==> config.mk <==
export PLATFORM = sky130hd
export DESIGN_NAME = ic_tag_ctrl
export DESIGN_NICKNAME = d
export VERILOG_FILES = /design/src/rtl/ic_tag_ctrl.sv
export SDC_FILE = /design/constraint.sdc
export NUM_CORES = 1
export LEC_CHECK = 0
export CAP_MARGIN = 20
export CORE_ASPECT_RATIO = 0.8
export CORE_MARGIN = 1.5
export CORE_UTILIZATION = 33
export DETAILED_ROUTE_END_ITERATION = 6
export DONT_BUFFER_PORTS = 1
export GPL_ROUTABILITY_DRIVEN = 0
export GPL_TIMING_DRIVEN = 0
export PLACE_DENSITY_LB_ADDON = 0.15
export SKIP_CTS_REPAIR_TIMING = 1
export SLEW_MARGIN = 20
export SYNTH_ARGS = -nofsm -noshare
export SYNTH_HDL_FRONTEND = slang
export SYNTH_SLANG_ARGS = --single-unit
export TNS_END_PERCENT = 5
==> constraint.sdc <==
create_clock -name clk -period 1.25 [get_ports clk]
set_input_delay 0.1875 -clock clk [delete_from_list [all_inputs] [get_ports clk]]
set_output_delay 0.1875 -clock clk [all_outputs]
set_load 0.02 [all_outputs]
==> src/rtl/ic_tag_ctrl.sv <==
// ---------------------------------------------------------------------------
// ic_tag_ctrl
//
// Instruction-cache tag RAM controller. After reset (and on every flush) it
// sweeps the whole tag RAM, writing an all-zero (invalid) entry into each
// line, one line per clock. Between sweeps it accepts refill writes and
// single-line invalidates through valid/ready handshakes and forwards each
// accepted transaction to the tag RAM write port one cycle later. The
// controller only ever writes the RAM; it never reads it.
//
// Optional feature (compile-time macro IC_TAG_CTRL_PERF_EN):
//   adds output flush_cnt, a 16-bit saturating count of sweep starts
//   (the reset sweep included).
//
// Parameters
//   LINES  number of tag RAM lines (power of two, at least 2)
//   TAG_W  tag entry width; bit TAG_W-1 is the entry valid bit
//
// Ports
//   clk           clock, all logic on the rising edge
//   rst_n         asynchronous active-low reset
//   flush_req     invalidate all lines (pulse or level)
//   flush_busy    a sweep is running or another one is queued
//   fill_valid    refill request          fill_ready  refill accepted
//   fill_line     refill target line      fill_data   refill tag entry
//   inv_valid     invalidate request      inv_ready   invalidate accepted
//   inv_line      line to invalidate
//   wr_en         tag RAM write enable (registered)
//   wr_line       tag RAM write address (registered)
//   wr_data       tag RAM write data (registered)
//   lookup_stall  tag contents are not yet valid for lookups
//   flush_cnt     sweep start count (only with IC_TAG_CTRL_PERF_EN)
// ---------------------------------------------------------------------------
module ic_tag_ctrl #(
    parameter int LINES  = 256,
    parameter int TAG_W  = 16,
    localparam int LINE_W = $clog2(LINES)
) (
    input  logic              clk,
    input  logic              rst_n,
    input  logic              flush_req,
    output logic              flush_busy,
    input  logic              fill_valid,
    output logic              fill_ready,
    input  logic [LINE_W-1:0] fill_line,
    input  logic [TAG_W-1:0]  fill_data,
    input  logic              inv_valid,
    output logic              inv_ready,
    input  logic [LINE_W-1:0] inv_line,
    output logic              wr_en,
    output logic [LINE_W-1:0] wr_line,
    output logic [TAG_W-1:0]  wr_data,
    output logic              lookup_stall
`ifdef IC_TAG_CTRL_PERF_EN
    ,
    output logic [15:0]       flush_cnt
`endif
);

    typedef enum logic {
        ST_SWEEP = 1'b0,
        ST_IDLE  = 1'b1
    } state_e;

    localparam logic [LINE_W-1:0] LAST_LINE = LINE_W'(LINES - 1);

    state_e              state_q, state_d;
    logic [LINE_W-1:0]   cnt_q, cnt_d;
    logic                pending_q, pending_d;
    logic                wr_en_q, wr_en_d;
    logic [LINE_W-1:0]   wr_line_q, wr_line_d;
    logic [TAG_W-1:0]    wr_data_q, wr_data_d;

    logic                in_idle;
    logic                fill_acc;
    logic                inv_acc;

    // A flush request in IDLE closes both handshakes for that cycle so that
    // no transaction can slip in ahead of the sweep; the requester holds.
    assign in_idle    = (state_q == ST_IDLE);
    assign fill_ready = in_idle & ~flush_req;
    assign inv_ready  = in_idle & ~flush_req & ~fill_valid;
    assign fill_acc   = fill_valid & fill_ready;
    assign inv_acc    = inv_valid & inv_ready;

    assign lookup_stall = (state_q == ST_SWEEP);
    assign flush_busy   = (state_q == ST_SWEEP) | pending_q;

    assign wr_en   = wr_en_q;
    assign wr_line = wr_line_q;
    assign wr_data = wr_data_q;

    always_comb begin
        state_d   = state_q;
        cnt_d     = cnt_q;
        pending_d = pending_q;
        wr_en_d   = 1'b0;
        wr_line_d = wr_line_q;
        wr_data_d = wr_data_q;

        case (state_q)
            ST_SWEEP: begin
                wr_en_d   = 1'b1;
                wr_line_d = cnt_q;
                wr_data_d = '0;
                if (cnt_q == LAST_LINE) begin
                    cnt_d = '0;
                    // A flush queued during this sweep (or arriving on its
                    // last cycle) starts the next sweep back to back.
                    if (pending_q || flush_req) begin
                        pending_d = 1'b0;
                    end else begin
                        state_d = ST_IDLE;
                    end
                end else begin
                    cnt_d = cnt_q + LINE_W'(1);
                    if (flush_req) begin
                        pending_d = 1'b1;
                    end
                end
            end

            ST_IDLE: begin
                if (flush_req) begin
                    state_d = ST_SWEEP;
                    cnt_d   = '0;
                end else if (fill_acc) begin
                    wr_en_d   = 1'b1;
                    wr_line_d = fill_line;
                    wr_data_d = fill_data;
                end else if (inv_acc) begin
                    wr_en_d   = 1'b1;
                    wr_line_d = inv_line;
                    wr_data_d = '0;
                end
            end

            default: begin
                state_d = ST_SWEEP;
                cnt_d   = '0;
            end
        endcase
    end

    always_ff @(posedge clk or negedge rst_n) begin
        if (!rst_n) begin
            state_q   <= ST_SWEEP;
            cnt_q     <= '0;
            pending_q <= 1'b0;
            wr_en_q   <= 1'b0;
            wr_line_q <= '0;
            wr_data_q <= '0;
        end else begin
            state_q   <= state_d;
            cnt_q     <= cnt_d;
            pending_q <= pending_d;
            wr_en_q   <= wr_en_d;
            wr_line_q <= wr_line_d;
            wr_data_q <= wr_data_d;
        end
    end

`ifdef IC_TAG_CTRL_PERF_EN
    logic        sweep_start;
    logic [15:0] flush_cnt_q, flush_cnt_d;

    // Every sweep, including the one after reset, issues line 0 from SWEEP
    // with the counter at zero exactly once.
    assign sweep_start = (state_q == ST_SWEEP) && (cnt_q == '0);

    always_comb begin
        flush_cnt_d = flush_cnt_q;
        if (sweep_start && (flush_cnt_q != 16'hFFFF)) begin
            flush_cnt_d = flush_cnt_q + 16'd1;
        end
    end

    always_ff @(posedge clk or negedge rst_n) begin
        if (!rst_n) begin
            flush_cnt_q <= '0;
        end else begin
            flush_cnt_q <= flush_cnt_d;
        end
    end

    assign flush_cnt = flush_cnt_q;
`endif

endmodule
==> results of run 1 <==
## metal layers
metal,vias up,GRT usage (%)
met5,-,0
met4,0,3.23
met3,2,5.93
met2,36,22.1
met1,622,21.1
li1,578,-
## synth_stat cells (all sizes together) (2+ instances only)
cell / count / area (um2)
dfrtp: 35 / 876
nand2: 21 / 78.8
a22o: 16 / 140
nor2b: 12 / 77.6
o21ai: 12 / 60.1
buf: 11 / 85.1
a221o: 7 / 70.1
a21oi: 3 / 15.0
inv: 3 / 11.3
a21o: 2 / 15.0
a31oi: 2 / 12.5
clkbuf: 2 / 7.51
nand3: 2 / 10.0
nor2: 2 / 7.51
o211ai: 2 / 15.0
## sequential cells by signal (all words and copies together) (netlist names)
register	cells
wr_line	8
in_idle	1
cnt_q	8
wr_en	1
wr_data	16
pending_q	1
## cells by family after synthesis
family	after synthesis	share of synthesized area, %
fa+ha+maj	1	0.768
compound gates	52	24.4
flops	35	53.8
simple gates	45	14.1
buf+inv	16	6.37
xor+xnor	1	0.538
## power by group
group	internal (mW)	switching (mW)
clock	0.797	0.410
combinational	0.360	0.282
sequential	1.38	0.449
total	2.53	1.14
## through the flow
| stage | setup WS (ns) | setup TNS [ns] | hold slack [ns] |
|---|---|---|---|
| after global routing | -0.447 | -3.27 | 0.0183 |
| final | -0.371 | -2.05 | 0.0322 |
| after detailed placement | -0.153 | -2.60 | -0.107 |
| after CTS | -0.435 | -3.03 | -0.418 |
| after floorplan | -0.0252 | -0.227 | -0.108 |
| after global placement | -0.134 | -1.97 | -0.107 |
## cell usage in the layout, fill, tap and decap left out, types with 3 or more instances in the layout
| cell | Yosys | layout |
|---|---|---|
| a22o_1 | 16 | 16 |
| dfrtp_2 | 0 | 3 |
| dfrtp_1 | 35 | 32 |
| clkbuf_8 | 0 | 5 |
| o21ai_0 | 12 | 8 |
| nor2b_1 | 11 | 10 |
| buf_6 | 4 | 7 |
| a221o_1 | 7 | 7 |
| buf_4 | 2 | 5 |
| nand2_1 | 21 | 21 |
## area by class of cell
class                           instances  area, um2
Clock buffer                            6       72.6
Multi-Input combinational cell         99        716
Fill cell                             464       2680
Clock inverter                          2       60.1
Inverter                                3       15.0
Buffer                                 13        123
Tap cell                               60       75.1
Sequential cell                        35        880
Timing Repair Buffer                    6       62.6
## path summary, 6_finish.rpt
| path | start | cells after the start | endpoint | slack, ns |
|---|---|---|---|---|
| max in group asynchronous | rst_n | 2 | cnt_q[0]$_DFFE_PN0P_ | 0.69 |
| setup reg to reg | in_idle$_DFF_PN0_ | 6 | wr_data[7]$_DFFE_PN0P_ | -0.12 |
| min in group asynchronous | rst_n | 2 | wr_line[5]$_DFFE_PN0P_ | 0.36 |
| hold / removal | fill_data[8] | 1 | wr_data[8]$_DFFE_PN0P_ | 0.03 |
| setup / recovery | in_idle$_DFF_PN0_ | 4 | inv_ready | -0.37 |
| hold reg to reg | cnt_q[4]$_DFFE_PN0P_ | 1 | cnt_q[4]$_DFFE_PN0P_ | 0.53 |
==> results.tsv, run 1 <==
metric	value	unit
outcome	finished with violations	
failing checks	negative setup slack	
first-pass GRT wire length	6050	um
metal2 WL	1840	um
clock transition at the registers of the reported paths	0.07	ns
post-synthesis sequential area ratio	53.8	%
Synthesized Nets	188	
grt ovf	0	
Mapped Area	1630	um2
CP delay by family, top	buffers and inverters	
IR Drop Worst-Case VDD	0.000693	V
Placement Cell Area	1730	um2
Hold Path Class	in2reg	
# placed instances	210	
Pwr per Cell Area	1830	nW/um2
hpwl dp	2810	um
Worst Setup End Kind	output pin	
CP bufs+invs	3	
TritonCTS buffer count	5	
Final period util	130	%
CTS tree	done	
vias	1238	
number of setup violations in the final report	22	
antenna violation net count after detailed routing	0	
drt wl/cell	18.1	um
Worst path slowest cell	dfrtp_1	
Die H	65.8	um
Synth Instances	150	
later-pin clock latency in the skew report	0.28	ns
synthesized flop and latch total	35	
Port Buffers	0	
Layout area overhead	23.0	%
total power	3.67	mW
Avg Inst Size Synth	10.9	um2
drt total wl	4060	um
Final nets	201	
Die Footprint	5370	um2
clk root buf	clkbuf_8	
DRT Pass-1 Iters	4	
fin crit period	1.62	ns
max cap viols	0	
slowest stage delay, CP	0.39	ns
vias in the first global route	1180	
Setup Crit Path Kind	reg2out	
DR top layer	met4	
Initial Utilization	34.8	%
Yosys warning count	0	
Async S/R FF share, synth	100	%
CP arrival	1.43	ns
Top FF cell, synth	dfrtp_1	
measured slew at the worst slew-check pin	0.462	ns
clock sinks	35	
initial antenna violation count	0	
layout cell share with drive strength beyond 1	23.2	%
top-level port count	66	
chip width	81.6	um
num rows	22	
DRC	0	
initial drt markers	24	
Slew headroom	69.2	%
count of different cell masters after synthesis	36	
Final Cell Area	2000	um2
largest fanout on the critical path	5	
Leak	0.876	nW
met3 routed WL	286	um
n_diodes	0	
htree depth	2	
Achievable Freq	617	MHz
Final Max Slew Viols	0	
GR Util All Layers	15.2	%
core area	4680	um2
Max clock buf depth	2	
worst path required time	1.06	ns
setup ws final	-0.371	ns
CP Launch Type	flop	
Hold Fails Final Rpt	0	
final core utilization	42.8	%
Layout Cells excl Fill	224	
RSZ-0062 raised after global routing	true	
Fin Clk Skew	0.00306	ns
crit-path cells	buf_6, buf_8, clkinvlp_4, nor3_4	
pin count of the biggest net entering global routing	36	
number of synthesized flops with an enable pin	0	
met1 WL	1930	um
via-per-instance ratio	5.53	
(Power assumes the default switching activity.)
==> run 2: changes to the inputs <==
--- a/config.mk
+++ b/config.mk
@@ -14,6 +14,7 @@
 export GPL_ROUTABILITY_DRIVEN = 0
 export GPL_TIMING_DRIVEN = 0
 export PLACE_DENSITY_LB_ADDON = 0.15
+export SETUP_SLACK_MARGIN = 0.5
 export SKIP_CTS_REPAIR_TIMING = 1
 export SLEW_MARGIN = 20
 export SYNTH_ARGS = -nofsm -noshare
==> results.tsv, run 2 (same netlist as run 1, synthesis figures left out) <==
metric	value	unit
Final Max Slew Viols	0	
clock sinks	35	
pin count of the biggest net entering global routing	36	
Leak	0.909	nW
worst path required time	1.06	ns
hpwl dp	2860	um
layout cell share with drive strength beyond 1	29.1	%
htree depth	2	
RSZ-0062 raised after global routing	true	
reg-to-reg setup timing slack	-0.23	ns
Reg2Reg Capture Point	wr_data[10]$_DFFE_PN0P_	
DRC	0	
later-pin clock latency in the skew report	0.29	ns
drt wl/cell	18.9	um
Pwr per Cell Area	1680	nW/um2
vias	1290	
Slew headroom	70.5	%
CTS tree	done	
core area	4680	um2
setup ws final	-0.430	ns
Die H	65.8	um
largest fanout on the critical path	8	
clk root buf	clkbuf_8	
r2r startpoint	in_idle$_DFF_PN0_	
R2R cell count	7	
Largest register FFs	16	
most frequent cells in the layout	dfrtp_1, nand2_1, buf_4, a22o_1, nor2b_1	
Layout area overhead	25.7	%
Setup Crit Path Kind	reg2out	
initial antenna violation count	0	
IR Drop Worst-Case VDD	0.000559	V
vias in the first global route	1162	
max cap viols	0	
drt total wl	4380	um
Worst Setup End Kind	output pin	
fin crit period	1.68	ns
Port Buffers	0	
Hold WS	-0.419	ns
outcome	finished with violations	
Final Cell Area	2050	um2
Final period util	134	%
antenna violation net count after detailed routing	0	
CP arrival	1.49	ns
Max clock buf depth	2	
measured slew at the worst slew-check pin	0.443	ns
n_diodes	0	
top-level port count	66	
Hold Fails Final Rpt	36	
Fin Clk Skew	0.00403	ns
num rows	22	
CP Launch Type	flop	
first-pass GRT wire length	6170	um
fill count	445	
Die Footprint	5370	um2
most common cell after layout, fill and taps aside	dfrtp_1	
Final nets	210	
Setup Total Neg Slack	-4.25	ns
total power	3.43	mW
grt ovf	0	
via-per-instance ratio	5.56	
clock transition at the registers of the reported paths	0.07	ns
DRT Pass-1 Iters	4	
Placement Cell Area	1740	um2
failing checks	negative hold slack, negative setup slack	
final core utilization	43.7	%
GR Util All Layers	15.9	%
initial drt markers	37	
TritonCTS buffer count	5	
Hold Path Class	in2async	
Achievable Freq	595	MHz
chip width	81.6	um
Initial Utilization	34.8	%
number of setup violations in the final report	31	
-- run 2: changes by cell type in the layout (fill, tap and decap cells not counted), moves of 2 or more --
cell       before  now
buf_4           5   16
buf_6           7    5
buf_8           1    3
bufinv_16       2    0
dfrtp_1        32   30
dfrtp_2         3    5
-- run 2: metal layers --
layer	wire length, um	up-vias	GRT usage (%)
li1	-	594	-
met3	364	6	5.52
met5	0	-	0
met2	1960	63	22.9
met4	69	0	7.76
met1	1990	627	21.1
-- run 2: where the power goes --
group | switching [mW] | internal, mW | total (mW)
combinational | 0.299 | 0.445 | 0.744
sequential | 0.451 | 1.38 | 1.83
clock | 0.421 | 0.432 | 0.854
total | 1.17 | 2.26 | 3.43
-- run 2: area by class of cell --
class | count | area [um2] | share of cell area [%]
flip-flops and latches | 35 | 882 | 43.1
well taps | 60 | 75.1 | 3.67
clock inverters | 1 | 5.00 | 0.244
plain buffers | 13 | 141 | 6.91
clock buffers | 6 | 82.6 | 4.03
inverters | 3 | 15.0 | 0.733
multi-input cells | 99 | 727 | 35.5
repair buffers | 15 | 119 | 5.81
-- run 2: stage by stage --
| step | hold slack (ns) | cells | setup slack, ns |
|---|---|---|---|
| floorplan | -0.108 | 150 | -0.0184 |
| global placement | -0.107 | 210 | -0.141 |
| detailed placement | -0.107 | 210 | -0.158 |
| CTS | -0.426 | 217 | -0.452 |
| global route | -0.431 | 232 | -0.469 |
| finish | -0.419 | 232 | -0.430 |
-- run 2: critical path, cell delays in order, from the launching register on --
cell and delay, ns:
dfrtp_1 0.38, buf_6 0.15, buf_8 0.12, clkinvlp_4 0.20, nor3_4 0.34
-- run 2: worst max-delay path by stage --
stage / start / endpoint / slack (ns)
after floorplan: in_idle$_DFF_PN0_ / wr_data[10]$_DFFE_PN0P_ / -0.02
after global placement: cnt_q[2]$_DFFE_PN0P_ / cnt_q[5]$_DFFE_PN0P_ / -0.14
after detailed placement: cnt_q[2]$_DFFE_PN0P_ / cnt_q[3]$_DFFE_PN0P_ / -0.16
after CTS: in_idle$_DFF_PN0_ / inv_ready / -0.45
after global routing: in_idle$_DFF_PN0_ / inv_ready / -0.47
final: in_idle$_DFF_PN0_ / inv_ready / -0.43
==> run 3: changes to the inputs <==
--- a/config.mk
+++ b/config.mk
@@ -5,7 +5,7 @@
 export SDC_FILE = /design/constraint.sdc
 export NUM_CORES = 1
 export LEC_CHECK = 0
-export CAP_MARGIN = 20
+export CAP_MARGIN = 25
 export CORE_ASPECT_RATIO = 0.8
 export CORE_MARGIN = 1.5
 export CORE_UTILIZATION = 33
==> constraint.sdc (replaced) <==
create_clock -name clk -period 1.25 [get_ports clk]
set_input_delay 0.1875 -clock clk [delete_from_list [all_inputs] [get_ports clk]]
set_output_delay 0.1875 -clock clk [all_outputs]
set_load 0.01 [all_outputs]
==> results.tsv, run 3 (same netlist as run 1, synthesis figures left out) <==
metric	value	unit
largest fanout on the critical path	7	
area of the multi-input gates	717	um2
Die Footprint	5370	um2
Worst Setup End Kind	output pin	
Hold Fails Final Rpt	35	
n_diodes	0	
Die H	65.8	um
Leak	0.874	nW
# placed instances	210	
CP bufs+invs	3	
Worst path slowest cell	dfrtp_1	
fill count	450	
GR Util All Layers	15.1	%
part of the power in registers	50.8	%
DRC	0	
Layout area overhead	22.1	%
outcome	finished with violations	
initial antenna violation count	0	
Final period util	121	%
most common cell after layout, fill and taps aside	dfrtp_1	
Hold Path Class	in2async	
CP Launch Type	flop	
fin crit period	1.51	ns
Hold WS	-0.409	ns
chip width	81.6	um
most frequent cells in the layout	dfrtp_1, nand2_1, a22o_1	
Fin Clk Skew	0.00439	ns
drt total wl	3990	um
TritonCTS buffer count	5	
grt ovf	0	
Layout Cells excl Fill	224	
vias	1226	
NetSw	1.03	mW
vias in the first global route	1194	
initial drt markers	42	
drt wl/cell	17.8	um
beginning of the critical path	in_idle$_DFF_PN0_	
Switching Share	30.1	%
top-level port count	66	
failing checks	negative hold slack, negative setup slack	
RSZ-0062 raised after global routing	true	
num rows	22	
setup ws final	-0.261	ns
Achievable Freq	662	MHz
Initial Utilization	34.8	%
Setup Crit Path Kind	reg2out	
Largest register FFs	16	
crit-path cells	buf_6, buf_8, clkinvlp_4, nor3_4	
clock transition at the registers of the reported paths	0.07	ns
clock sinks	35	
measured slew at the worst slew-check pin	0.446	ns
Max clock buf depth	2	
Comb pwr share	18.6	%
first-pass GRT wire length	5950	um
sequential cell area	881	um2
later-pin clock latency in the skew report	0.28	ns
number of setup violations in the final report	28	
core area	4680	um2
antenna violation net count after detailed routing	0	
Final nets	201	
CP arrival	1.32	ns
clk root buf	clkbuf_8	
max cap viols	0	
Final Max Slew Viols	0	
Placement Cell Area	1730	um2
P_int	2.39	mW
CP delay by family, top	buffers and inverters	
IR Drop Worst-Case VDD	0.000847	V
Port Buffers	0	
htree depth	2	
slowest stage delay, CP	0.36	ns
hpwl dp	2860	um
Slew headroom	70.2	%
pin count of the biggest net entering global routing	36	
Clk pwr share	30.6	%
r2r startpoint	in_idle$_DFF_PN0_	
worst path required time	1.06	ns
DRT Pass-1 Iters	4	
CTS tree	done	
via-per-instance ratio	5.47	
layout cell share with drive strength beyond 1	26.8	%
Final Cell Area	1990	um2
Pwr per Cell Area	1720	nW/um2
==> run 3: cell types whose count changed in the layout (fill, tap and decap cells not counted), sizes merged <==
cell | previous run | this run
buf | 26 | 17
bufinv | 0 | 1
==> run 3: routing by layer <==
| layer | GRT usage (%) | part of all wire (%) |
|---|---|---|
| met4 | 5.82 | 1.2 |
| met2 | 21.6 | 44 |
| met3 | 5.52 | 8.9 |
| met1 | 20.6 | 46 |
| met5 | 0 | 0 |
==> run 3: cell type report <==
type / count / share of cell area, %
clock inverters: 2 / 1.76
plain buffers: 13 / 6.86
clock buffers: 6 / 4.15
inverters: 3 / 0.755
repair buffers: 6 / 2.39
well taps: 60 / 3.77
multi-input cells: 99 / 36.0
flip-flops and latches: 35 / 44.3
==> run 3: power by group through the flow <==
stage	clock (mW)	combinational, mW	sequential (mW)
after detailed placement	0	0.561	1.73
after floorplan	0	0.474	1.63
final	1.05	0.635	1.74
after global routing	1.12	0.710	1.78
after global placement	0	0.537	1.71
after CTS	1.07	0.563	1.70
==> run 3: worst paths after layout <==
path	to	depth (start not counted)	slack (ns)
setup / recovery	inv_ready	4	-0.26
hold / removal	cnt_q[5]$_DFFE_PN0P_	0	-0.41
min in group clk	wr_data[10]$_DFFE_PN0P_	1	0.03
setup reg to reg	wr_data[13]$_DFFE_PN0P_	7	-0.22
hold reg to reg	cnt_q[0]$_DFFE_PN0P_	1	0.54
max in group asynchronous	cnt_q[2]$_DFFE_PN0P_	0	1.57
==> run 3: worst reg2reg max path, delay by kind of cell, from the launching register on <==
| kind | cells | cell delay, ns |
|---|---|---|
| and+or+nand+nor | 2 | 0.25 |
| buffers and inverters | 4 | 0.53 |
| DFF | 1 | 0.39 |
| AOI/OAI and AO/OA | 1 | 0.18 |
==> run 3: metrics by stage <==
stage / power, mW / util, % / setup TNS [ns] / setup WS [ns]
after floorplan: 2.10 / - / -0.0185 / -0.0138
after global routing: 3.61 / 42.5 / -4.91 / -0.318
final: 3.42 / 42.5 / -3.62 / -0.261
after CTS: 3.33 / 39.4 / -3.26 / -0.455
after global placement: 2.25 / 36.9 / -1.60 / -0.137
after detailed placement: 2.29 / 36.9 / -2.19 / -0.166
